`config.mk`:
```
export PLATFORM = sky130hd
export DESIGN_NAME = mem_sync_arbiter_flat
export DESIGN_NICKNAME = d
export VERILOG_FILES = /design/src/rtl/mem_sync_arbiter_if.sv /design/src/rtl/mem_sync_arbiter.sv /design/src/flat_wrapper.sv
export SDC_FILE = /design/constraint.sdc
export NUM_CORES = 1
export LEC_CHECK = 0
export ABC_AREA = 1
export CAP_MARGIN = 30
export CORE_MARGIN = 8
export CORE_UTILIZATION = 39
export CTS_CLUSTER_SIZE = 20
export DETAILED_ROUTE_END_ITERATION = 7
export HOLD_SLACK_MARGIN = 0.12
export PLACE_DENSITY = 0.83
export SLEW_MARGIN = 20
export SYNTH_ARGS = -nofsm -noshare
export SYNTH_HDL_FRONTEND = slang
export SYNTH_SLANG_ARGS = --single-unit
export TNS_END_PERCENT = 1
```
`constraint.sdc`:
```
create_clock -name clk -period 2.9 [get_ports clk]
set_input_delay 0.725 -clock clk [delete_from_list [all_inputs] [get_ports clk]]
set_output_delay 0.725 -clock clk [all_outputs]
set_load 0.02 [all_outputs]
```
`src/rtl/mem_sync_arbiter_if.sv`:
```
// Bundle between the MEMSync bank array, the row-transfer arbiter and the
// backing-memory / row-buffer ports.
interface mem_sync_arbiter_if #(
    parameter int unsigned NBANKS    = 4,
    parameter int unsigned CHWIDTH   = 6,
    parameter int unsigned ADDRWIDTH = 17,
    parameter int unsigned BEATS     = 8
);
    localparam int unsigned BANKW = $clog2(NBANKS);
    localparam int unsigned BEATW = $clog2(BEATS);

    logic [NBANKS-1:0]             req_valid;
    logic [NBANKS-1:0]             req_wb;
    logic [NBANKS*ADDRWIDTH-1:0]   req_rowid;
    logic [NBANKS*CHWIDTH-1:0]     req_crow;
    logic [NBANKS-1:0]             sync;
    logic                          busy;
    logic [BANKW-1:0]              gnt_bank;
    logic                          mem_req;
    logic                          mem_we;
    logic [ADDRWIDTH+BEATW-1:0]    mem_addr;
    logic                          mem_ack;
    logic                          buf_en;
    logic                          buf_we;
    logic [BANKW+CHWIDTH+BEATW-1:0] buf_addr;

    // Arbiter side
    modport master (
        input  req_valid, req_wb, req_rowid, req_crow, mem_ack,
        output sync, busy, gnt_bank, mem_req, mem_we, mem_addr,
               buf_en, buf_we, buf_addr
    );

    // Bank array / memory model side
    modport slave (
        output req_valid, req_wb, req_rowid, req_crow, mem_ack,
        input  sync, busy, gnt_bank, mem_req, mem_we, mem_addr,
               buf_en, buf_we, buf_addr
    );
endinterface

```
`src/rtl/mem_sync_arbiter.sv`:
```
// Round-robin arbiter sharing one backing-memory row-transfer channel between
// MEMSync banks; moves BEATS words per grant and pulses the bank's sync.
module mem_sync_arbiter #(
    parameter int unsigned NBANKS    = 4,
    parameter int unsigned CHWIDTH   = 6,
    parameter int unsigned ADDRWIDTH = 17,
    parameter int unsigned BEATS     = 8
) (
    input  logic               clk,
    input  logic               rst_n,
    mem_sync_arbiter_if.master bus
);
    localparam int unsigned BANKW = $clog2(NBANKS);
    localparam int unsigned BEATW = $clog2(BEATS);
    localparam logic [BEATW-1:0] LAST_BEAT = BEATW'(BEATS - 1);
    localparam logic [BANKW-1:0] LAST_BANK = BANKW'(NBANKS - 1);

    typedef enum logic [1:0] {IDLE, RDBUF, XFER, DONE} state_t;

    state_t                 state, state_nxt;
    logic [BANKW-1:0]       rr_ptr, rr_ptr_nxt;
    logic [BANKW-1:0]       gnt_q, gnt_nxt;
    logic [BEATW-1:0]       beat, beat_nxt;
    logic                   wb_q, wb_nxt;
    logic [ADDRWIDTH-1:0]   rowid_q, rowid_nxt;
    logic [CHWIDTH-1:0]     crow_q, crow_nxt;

    logic                   found;
    logic [BANKW-1:0]       pick;
    logic [BANKW-1:0]       idx;
    logic                   sel_wb;
    logic [ADDRWIDTH-1:0]   sel_rowid;
    logic [CHWIDTH-1:0]     sel_crow;

    logic [NBANKS-1:0]      sync_c;
    logic                   mem_req_c;
    logic                   mem_we_c;
    logic                   buf_en_c;
    logic                   buf_we_c;

    // First requesting bank at or above rr_ptr, wrapping
    always_comb begin
        found = 1'b0;
        pick  = rr_ptr;
        idx   = rr_ptr;
        for (int unsigned i = 0; i < NBANKS; i++) begin
            idx = BANKW'((32'(rr_ptr) + i) % NBANKS);
            if (!found && bus.req_valid[idx]) begin
                found = 1'b1;
                pick  = idx;
            end
        end
    end

    // Request fields of the candidate bank
    always_comb begin
        sel_wb    = 1'b0;
        sel_rowid = '0;
        sel_crow  = '0;
        for (int unsigned b = 0; b < NBANKS; b++) begin
            if (pick == BANKW'(b)) begin
                sel_wb    = bus.req_wb[b];
                sel_rowid = bus.req_rowid[b*ADDRWIDTH +: ADDRWIDTH];
                sel_crow  = bus.req_crow[b*CHWIDTH +: CHWIDTH];
            end
        end
    end

    always_comb begin
        state_nxt  = state;
        rr_ptr_nxt = rr_ptr;
        gnt_nxt    = gnt_q;
        beat_nxt   = beat;
        wb_nxt     = wb_q;
        rowid_nxt  = rowid_q;
        crow_nxt   = crow_q;
        sync_c     = '0;
        mem_req_c  = 1'b0;
        mem_we_c   = 1'b0;
        buf_en_c   = 1'b0;
        buf_we_c   = 1'b0;

        case (state)
            IDLE: begin
                if (found) begin
                    gnt_nxt   = pick;
                    wb_nxt    = sel_wb;
                    rowid_nxt = sel_rowid;
                    crow_nxt  = sel_crow;
                    beat_nxt  = '0;
                    state_nxt = sel_wb ? RDBUF : XFER;
                end
            end
            RDBUF: begin
                // Buffer word appears next cycle on the memory write data path
                buf_en_c  = 1'b1;
                state_nxt = XFER;
            end
            XFER: begin
                mem_req_c = 1'b1;
                mem_we_c  = wb_q;
                if (!wb_q) begin
                    buf_en_c = bus.mem_ack;
                    buf_we_c = bus.mem_ack;
                end
                if (bus.mem_ack) begin
                    if (beat == LAST_BEAT) begin
                        state_nxt = DONE;
                    end else begin
                        beat_nxt  = beat + BEATW'(1);
                        state_nxt = wb_q ? RDBUF : XFER;
                    end
                end
            end
            DONE: begin
                sync_c     = NBANKS'(1) << gnt_q;
                rr_ptr_nxt = (gnt_q == LAST_BANK) ? '0 : gnt_q + BANKW'(1);
                state_nxt  = IDLE;
            end
            default: state_nxt = IDLE;
        endcase
    end

    always_ff @(posedge clk) begin
        if (!rst_n) begin
            state   <= IDLE;
            rr_ptr  <= '0;
            gnt_q   <= '0;
            beat    <= '0;
            wb_q    <= 1'b0;
            rowid_q <= '0;
            crow_q  <= '0;
        end else begin
            state   <= state_nxt;
            rr_ptr  <= rr_ptr_nxt;
            gnt_q   <= gnt_nxt;
            beat    <= beat_nxt;
            wb_q    <= wb_nxt;
            rowid_q <= rowid_nxt;
            crow_q  <= crow_nxt;
        end
    end

    assign bus.sync     = sync_c;
    assign bus.busy     = (state != IDLE);
    assign bus.gnt_bank = gnt_q;
    assign bus.mem_req  = mem_req_c;
    assign bus.mem_we   = mem_we_c;
    assign bus.mem_addr = {rowid_q, beat};
    assign bus.buf_en   = buf_en_c;
    assign bus.buf_we   = buf_we_c;
    assign bus.buf_addr = {gnt_q, crow_q, beat};

endmodule

```
`src/flat_wrapper.sv`:
```
// flat-port wrapper written by rule: the top's interface ports become plain ports
module mem_sync_arbiter_flat 
#(
    parameter int unsigned NBANKS    = 4,
    parameter int unsigned CHWIDTH   = 6,
    parameter int unsigned ADDRWIDTH = 17,
    parameter int unsigned BEATS     = 8
)
  (clk, rst_n, bus_req_valid, bus_req_wb, bus_req_rowid, bus_req_crow, bus_mem_ack, bus_sync, bus_busy, bus_gnt_bank, bus_mem_req, bus_mem_we, bus_mem_addr, bus_buf_en, bus_buf_we, bus_buf_addr);
  mem_sync_arbiter_if #(.NBANKS(NBANKS), .CHWIDTH(CHWIDTH), .ADDRWIDTH(ADDRWIDTH), .BEATS(BEATS)) bus_i ();
  input  logic clk;
  input  logic rst_n;
  input wire logic [$bits(bus_i.req_valid)-1:0] bus_req_valid;
  input wire logic [$bits(bus_i.req_wb)-1:0] bus_req_wb;
  input wire logic [$bits(bus_i.req_rowid)-1:0] bus_req_rowid;
  input wire logic [$bits(bus_i.req_crow)-1:0] bus_req_crow;
  input wire logic [$bits(bus_i.mem_ack)-1:0] bus_mem_ack;
  output wire logic [$bits(bus_i.sync)-1:0] bus_sync;
  output wire logic [$bits(bus_i.busy)-1:0] bus_busy;
  output wire logic [$bits(bus_i.gnt_bank)-1:0] bus_gnt_bank;
  output wire logic [$bits(bus_i.mem_req)-1:0] bus_mem_req;
  output wire logic [$bits(bus_i.mem_we)-1:0] bus_mem_we;
  output wire logic [$bits(bus_i.mem_addr)-1:0] bus_mem_addr;
  output wire logic [$bits(bus_i.buf_en)-1:0] bus_buf_en;
  output wire logic [$bits(bus_i.buf_we)-1:0] bus_buf_we;
  output wire logic [$bits(bus_i.buf_addr)-1:0] bus_buf_addr;
  assign bus_i.req_valid = bus_req_valid;
  assign bus_i.req_wb = bus_req_wb;
  assign bus_i.req_rowid = bus_req_rowid;
  assign bus_i.req_crow = bus_req_crow;
  assign bus_i.mem_ack = bus_mem_ack;
  assign bus_sync = bus_i.sync;
  assign bus_busy = bus_i.busy;
  assign bus_gnt_bank = bus_i.gnt_bank;
  assign bus_mem_req = bus_i.mem_req;
  assign bus_mem_we = bus_i.mem_we;
  assign bus_mem_addr = bus_i.mem_addr;
  assign bus_buf_en = bus_i.buf_en;
  assign bus_buf_we = bus_i.buf_we;
  assign bus_buf_addr = bus_i.buf_addr;
  mem_sync_arbiter #(.NBANKS(NBANKS), .CHWIDTH(CHWIDTH), .ADDRWIDTH(ADDRWIDTH), .BEATS(BEATS)) u_core (.clk(clk), .rst_n(rst_n), .bus(bus_i));
endmodule
```
# After elaboration in Yosys (flattened, before gate mapping)
# Index checks and enable logic that the tools add are counted.
# totals
ff_bits	33
in_bits	103
out_inout_bits	42
word_cells	85
# classes
addsub	5
n_lt_le_gt_ge	4
n_eq_ne	11
n_shift	1
mux	44
n_reduce_logical	13
# op_table
operator	n
17-bit two-way mux	4
6-bit two-way mux	4
2-bit two-way mux	9
1-bit two-way mux	16
2-bit by 3-bit less-than comparator with 1-bit output, second input constant	4
2-bit equality test, second input constant	5
3-bit two-way mux	3
1-bit binary-select mux with 2-bit select	4
2-bit case mux with 4 select lines	1
3-bit case mux with 2 select lines	1
2-bit by 1-bit adder with 2-bit output, second input constant	2
2-bit adder, second input constant	2
2-bit by 1-bit equality test with 1-bit output, second input constant	2
2-bit zero test	2
4-bit two-way mux	1
2-bit != test, second input constant	2
2-bit AND reduction	2
4-bit AND reduction	1
2-bit nonzero test	2
1-bit by 2-bit << shifter with 4-bit output, first input constant	1
3-bit by 1-bit adder with 3-bit output, second input constant	1
3-bit equality test, second input constant	1
1-bit logical AND	3
1-bit zero test	3
other kinds (2)	2

# Longest topological paths before layout
# logic_depth
word_depth	20
mapped_depth	18

# Worst setup path before layout
# OpenSTA, ideal clock, no wires.
# synth_timing
path_type	input to register
startpoint	in bus_req_valid[3]
endpoint	reg u_core.crow_q[4]
setup_time_ns	0.132
t_arrival_ns	2.095
required_ns	2.768
setup_slack_ns	0.673
path_stages	15
n_path_buf	1
cell_sequence	nand2_1 > nand3_1 > nand2_1 > inv_2 > nor2_8 > nand3_1 > nand2_1 > nand2_4 > nand2_4 > nand2_1 > buf_4 > o21ai_0 > inv_1 > nand2_1 > a21oi_2
# synth_between
elab_chain_cells	17
# synth_lines
item	line	text
from (decl)	flat_wrapper.sv:13	input wire logic [$bits(bus_i.req_valid)-1:0] bus_req_valid;
1-bit binary-select mux with 2-bit select	mem_sync_arbiter.sv:48	if (!found && bus.req_valid[idx]) begin
1-bit two-way mux (not written as such)	mem_sync_arbiter.sv:48	
1-bit two-way mux	mem_sync_arbiter.sv:48	
1-bit zero test	mem_sync_arbiter.sv:48	
1-bit logical AND	mem_sync_arbiter.sv:48	
1-bit two-way mux	mem_sync_arbiter.sv:48	
1-bit zero test	mem_sync_arbiter.sv:48	
1-bit logical AND	mem_sync_arbiter.sv:48	
1-bit two-way mux	mem_sync_arbiter.sv:48	
1-bit zero test	mem_sync_arbiter.sv:48	
1-bit logical AND	mem_sync_arbiter.sv:48	
2-bit two-way mux	mem_sync_arbiter.sv:48	
2-bit zero test	mem_sync_arbiter.sv:61	if (pick == BANKW'(b)) begin
6-bit two-way mux (4 in a row)	mem_sync_arbiter.sv:61	
to (signal assigned)	mem_sync_arbiter.sv:140	crow_q <= crow_nxt;
to (decl)	mem_sync_arbiter.sv:26	logic [CHWIDTH-1:0] crow_q, crow_nxt;
# Several ways; a longest one is shown, not always the timed one. The select of a mux whose other input is x is not followed.
# A chain may end at the register's enable or synchronous reset.

# Final worst setup path
# layout_timing
startpoint	in bus_mem_ack
endpoint	out bus_buf_en
# layout_between
elab_chain_cells	2
# layout_lines
item	line	text
from (decl)	flat_wrapper.sv:17	input wire logic [$bits(bus_i.mem_ack)-1:0] bus_mem_ack;
1-bit two-way mux	mem_sync_arbiter.sv:102	if (!wb_q) begin
1-bit case mux with 2 select lines	mem_sync_arbiter.sv:83	case (state)
to (decl)	flat_wrapper.sv:24	output wire logic [$bits(bus_i.buf_en)-1:0] bus_buf_en;
# No other way between the ends.

==> flow_summary.json <==
{
  "wl_per_cell_microns": 14.7,
  "rows": 30,
  "pin_count": 145,
  "clock_path_buffers": 2,
  "crit_family": "buffers and inverters",
  "status": "finished clean",
  "fin_crit_ps": 2790,
  "cap_viol_max_count": 0,
  "period_share": 0.961,
  "drcViolationCount": 0,
  "drv_slew": 0,
  "worstMarginPinSlew_ps": 519,
  "post_cts_buffers": 0,
  "dieHeight_microns": 98.1,
  "cts_sinks": 33,
  "syn_area_sq_mm": 0.00263,
  "synth-seq-cells": 33,
  "cp_cell_sequence": "clkdlybuf4s50_1 > nand3_1 > inv_1 > o21a_1 > clkdlybuf4s50_1",
  "antenna_found_initial": 0,
  "setup_ws_ps": 115,
  "rsz0062_at_grt": "false",
  "htree_num_levels": 2,
  "grt_pass1_wl_mm": 15.7,
  "cts-resized-gates": 0,
  "worstSetupPathType": "primary input to output pin",
  "required_ps": 2170,
  "yosysWarnings": 0,
  "cts_tree": "done",
  "drt-total-wl_mm": 9.39,
  "clk_latency_ps": 280,
  "cpPeakStageDelay_ps": 600,
  "dp_hpwl_mm": 7.57,
  "die_w_microns": 98.1,
  "cts_hold_buffers": 0,
  "hold_violations": 0,
  "pre_cts_slack_ps": -18.2,
  "dieArea_sq_mm": 0.00962,
  "post-route-util": 0.636,
  "grt_usage": 0.195,
  "hp-class": "flip-flop to flip-flop",
  "fmax_mhz": 359,
  "path_buf_inv": 3,
  "numPortBuffers": 144,
  "drive_gt1_frac": 0.0766,
  "worst-endpoint-arrival_ps": 2060,
  "start_util": 0.395,
  "final_cell_mix": "144 x clkdlybuf4s50_1, 118 x nand2_1, 62 x nand3_1, 36 x inv_1, 33 x dfxtp_1",
  "setup_viol": 0,
  "diodes": 0,
  "syn_nets": 536,
  "routed_via_density": 5.15,
  "num_vias": 3304,
  "crit_fanout": 2,
  "p_total_mw": 3.60,
  "synth_seq_area_share": 0.252,
  "synth.avg_cell_area_sq_um": 6.22,
  "antenna_left": 0,
  "clock-skew-final_ps": 6.54,
  "synthDistinctLibCells": 30,
  "leakagePower_nw": 1.91,
  "grt-ovfl-total": 0,
  "grt_max_degree": 38,
  "worstSetupEndpointType": "output pin",
  "core-area_sq_mm": 0.00664,
  "worst_path_most_repeated_cell": "clkdlybuf4s50_1",
  "slowest_stage": "clkdlybuf4s50_1",
  "cts-root-buf": "clkbuf_8",
  "finalWeightedCongestion": 0.944,
  "finalNetCount": 674,
  "synthToLayoutAreaGrowth_pct": 60.8,
  "syn_inst": 422,
  "numCtsBuffers": 5,
  "drt_iter0_drc": 166,
  "ir_worst_vdd_v": 0.000388,
  "clk_pin_slew_ps": 70,
  "critPathLaunchType": "primary input",
  "max_slew_margin": 0.652,
  "mostFrequentLayoutCell": "clkdlybuf4s50_1",
  "dr.pass1.iters": 4,
  "p_per_area_mw_per_mm2": 853,
  "grt_pass1_vias": 3329
}
-- worst min-delay path, cell delays in order, from the launching register on --
cell,delay [ps]
dfxtp_1,310
nand2_1,60
a21oi_1,50
-- Yosys cell counts --
cell type  count  area share
a21oi_1       20       0.038
a21oi_2        2      0.0067
buf_1          3      0.0043
buf_2          7       0.013
buf_4         10       0.029
buf_6          2      0.0086
buf_8          2       0.011
clkbuf_1       5      0.0071
clkinv_1       1      0.0014
dfxtp_1       33        0.25
ha_1          11       0.052
inv_1         36       0.051
inv_2          3      0.0043
nand2_1      118        0.17
nand2_2        3      0.0071
nand2_4        3       0.013
nand3_1       62        0.12
nand3_2        1      0.0038
nand3b_1       1      0.0029
nand4_1       26       0.062
nand4_4        1      0.0081
nor2_1        32       0.046
nor2_4         2      0.0086
nor2_8         1      0.0076
o211a_1        1      0.0038
o21a_1         1      0.0029
o21ai_0       28       0.053
o21ai_1        4      0.0076
o21bai_1       1      0.0029
or2_2          2      0.0048
-- routing by layer --
layer | track usage | share of wire | vias to the layer above
met3 | 0.0491 | 0.064 | 28
met1 | 0.228 | 0.41 | 1471
met2 | 0.326 | 0.48 | 145
li1 | - | - | 1660
met4 | 0.0899 | 0.040 | 0
met5 | 0 | 0 | -
-- registers in the layout, indices dropped and copies added, names as in the netlist --
signal,flops
u_core.crow_q,6
u_core.bus.gnt_bank,2
u_core.rowid_q,17
u_core.wb_q,1
u_core.rr_ptr,2
u_core.beat,3
u_core.state,2
-- logic make-up (layout without fill, tap and decap cells) --
group	after synthesis	count (layout)	share of synthesized area
buffers and inverters	69	208	0.131
AND/OR/NAND/NOR	252	252	0.450
AO/OA/AOI/OAI	57	57	0.115
adder cells (fa/ha/maj)	11	11	0.0524
flip-flops	33	33	0.252
-- cell type report --
cell class	instances	area, sq um
Timing Repair Buffer	160	1590
Fill cell	591	2420
Clock buffer	7	96.3
Clock inverter	1	5.00
Sequential cell	33	661
Tap cell	80	100
Inverter	40	150
Multi-Input combinational cell	320	1630
-- stage by stage --
step                instances  area, sq um  setup TNS (ps)  hold WS (ps)
detailed placement        633         4120           -34.5           454
finish                    641         4220               0           464
global route              641         4220               0           488
global placement          633         4120               0           452
CTS                       641         4220               0           465
floorplan                 422         2630               0           541
-- path summary, 6_finish.rpt --
path                             startpoint                              end  slack, ps  depth (start not counted)
max                             bus_mem_ack                       bus_buf_en        110                          5
min reg2reg  u_core.rowid_q[9]$_SDFFE_PN0P_   u_core.rowid_q[9]$_SDFFE_PN0P_        460                          2
min          u_core.rowid_q[9]$_SDFFE_PN0P_   u_core.rowid_q[9]$_SDFFE_PN0P_        460                          2
max reg2reg   u_core.rr_ptr[1]$_SDFFE_PN0P_  u_core.rowid_q[11]$_SDFFE_PN0P_        560                         14
-- report_power, final --
group	switching (mW)	leakage (nW)	total, mW	internal (mW)
logic	1.45	1.58	2.48	1.02
clock network	0.172	0.0542	0.386	0.215
registers	0.113	0.273	0.742	0.629
total	1.74	1.91	3.60	1.87
(Power assumes the default switching activity.)
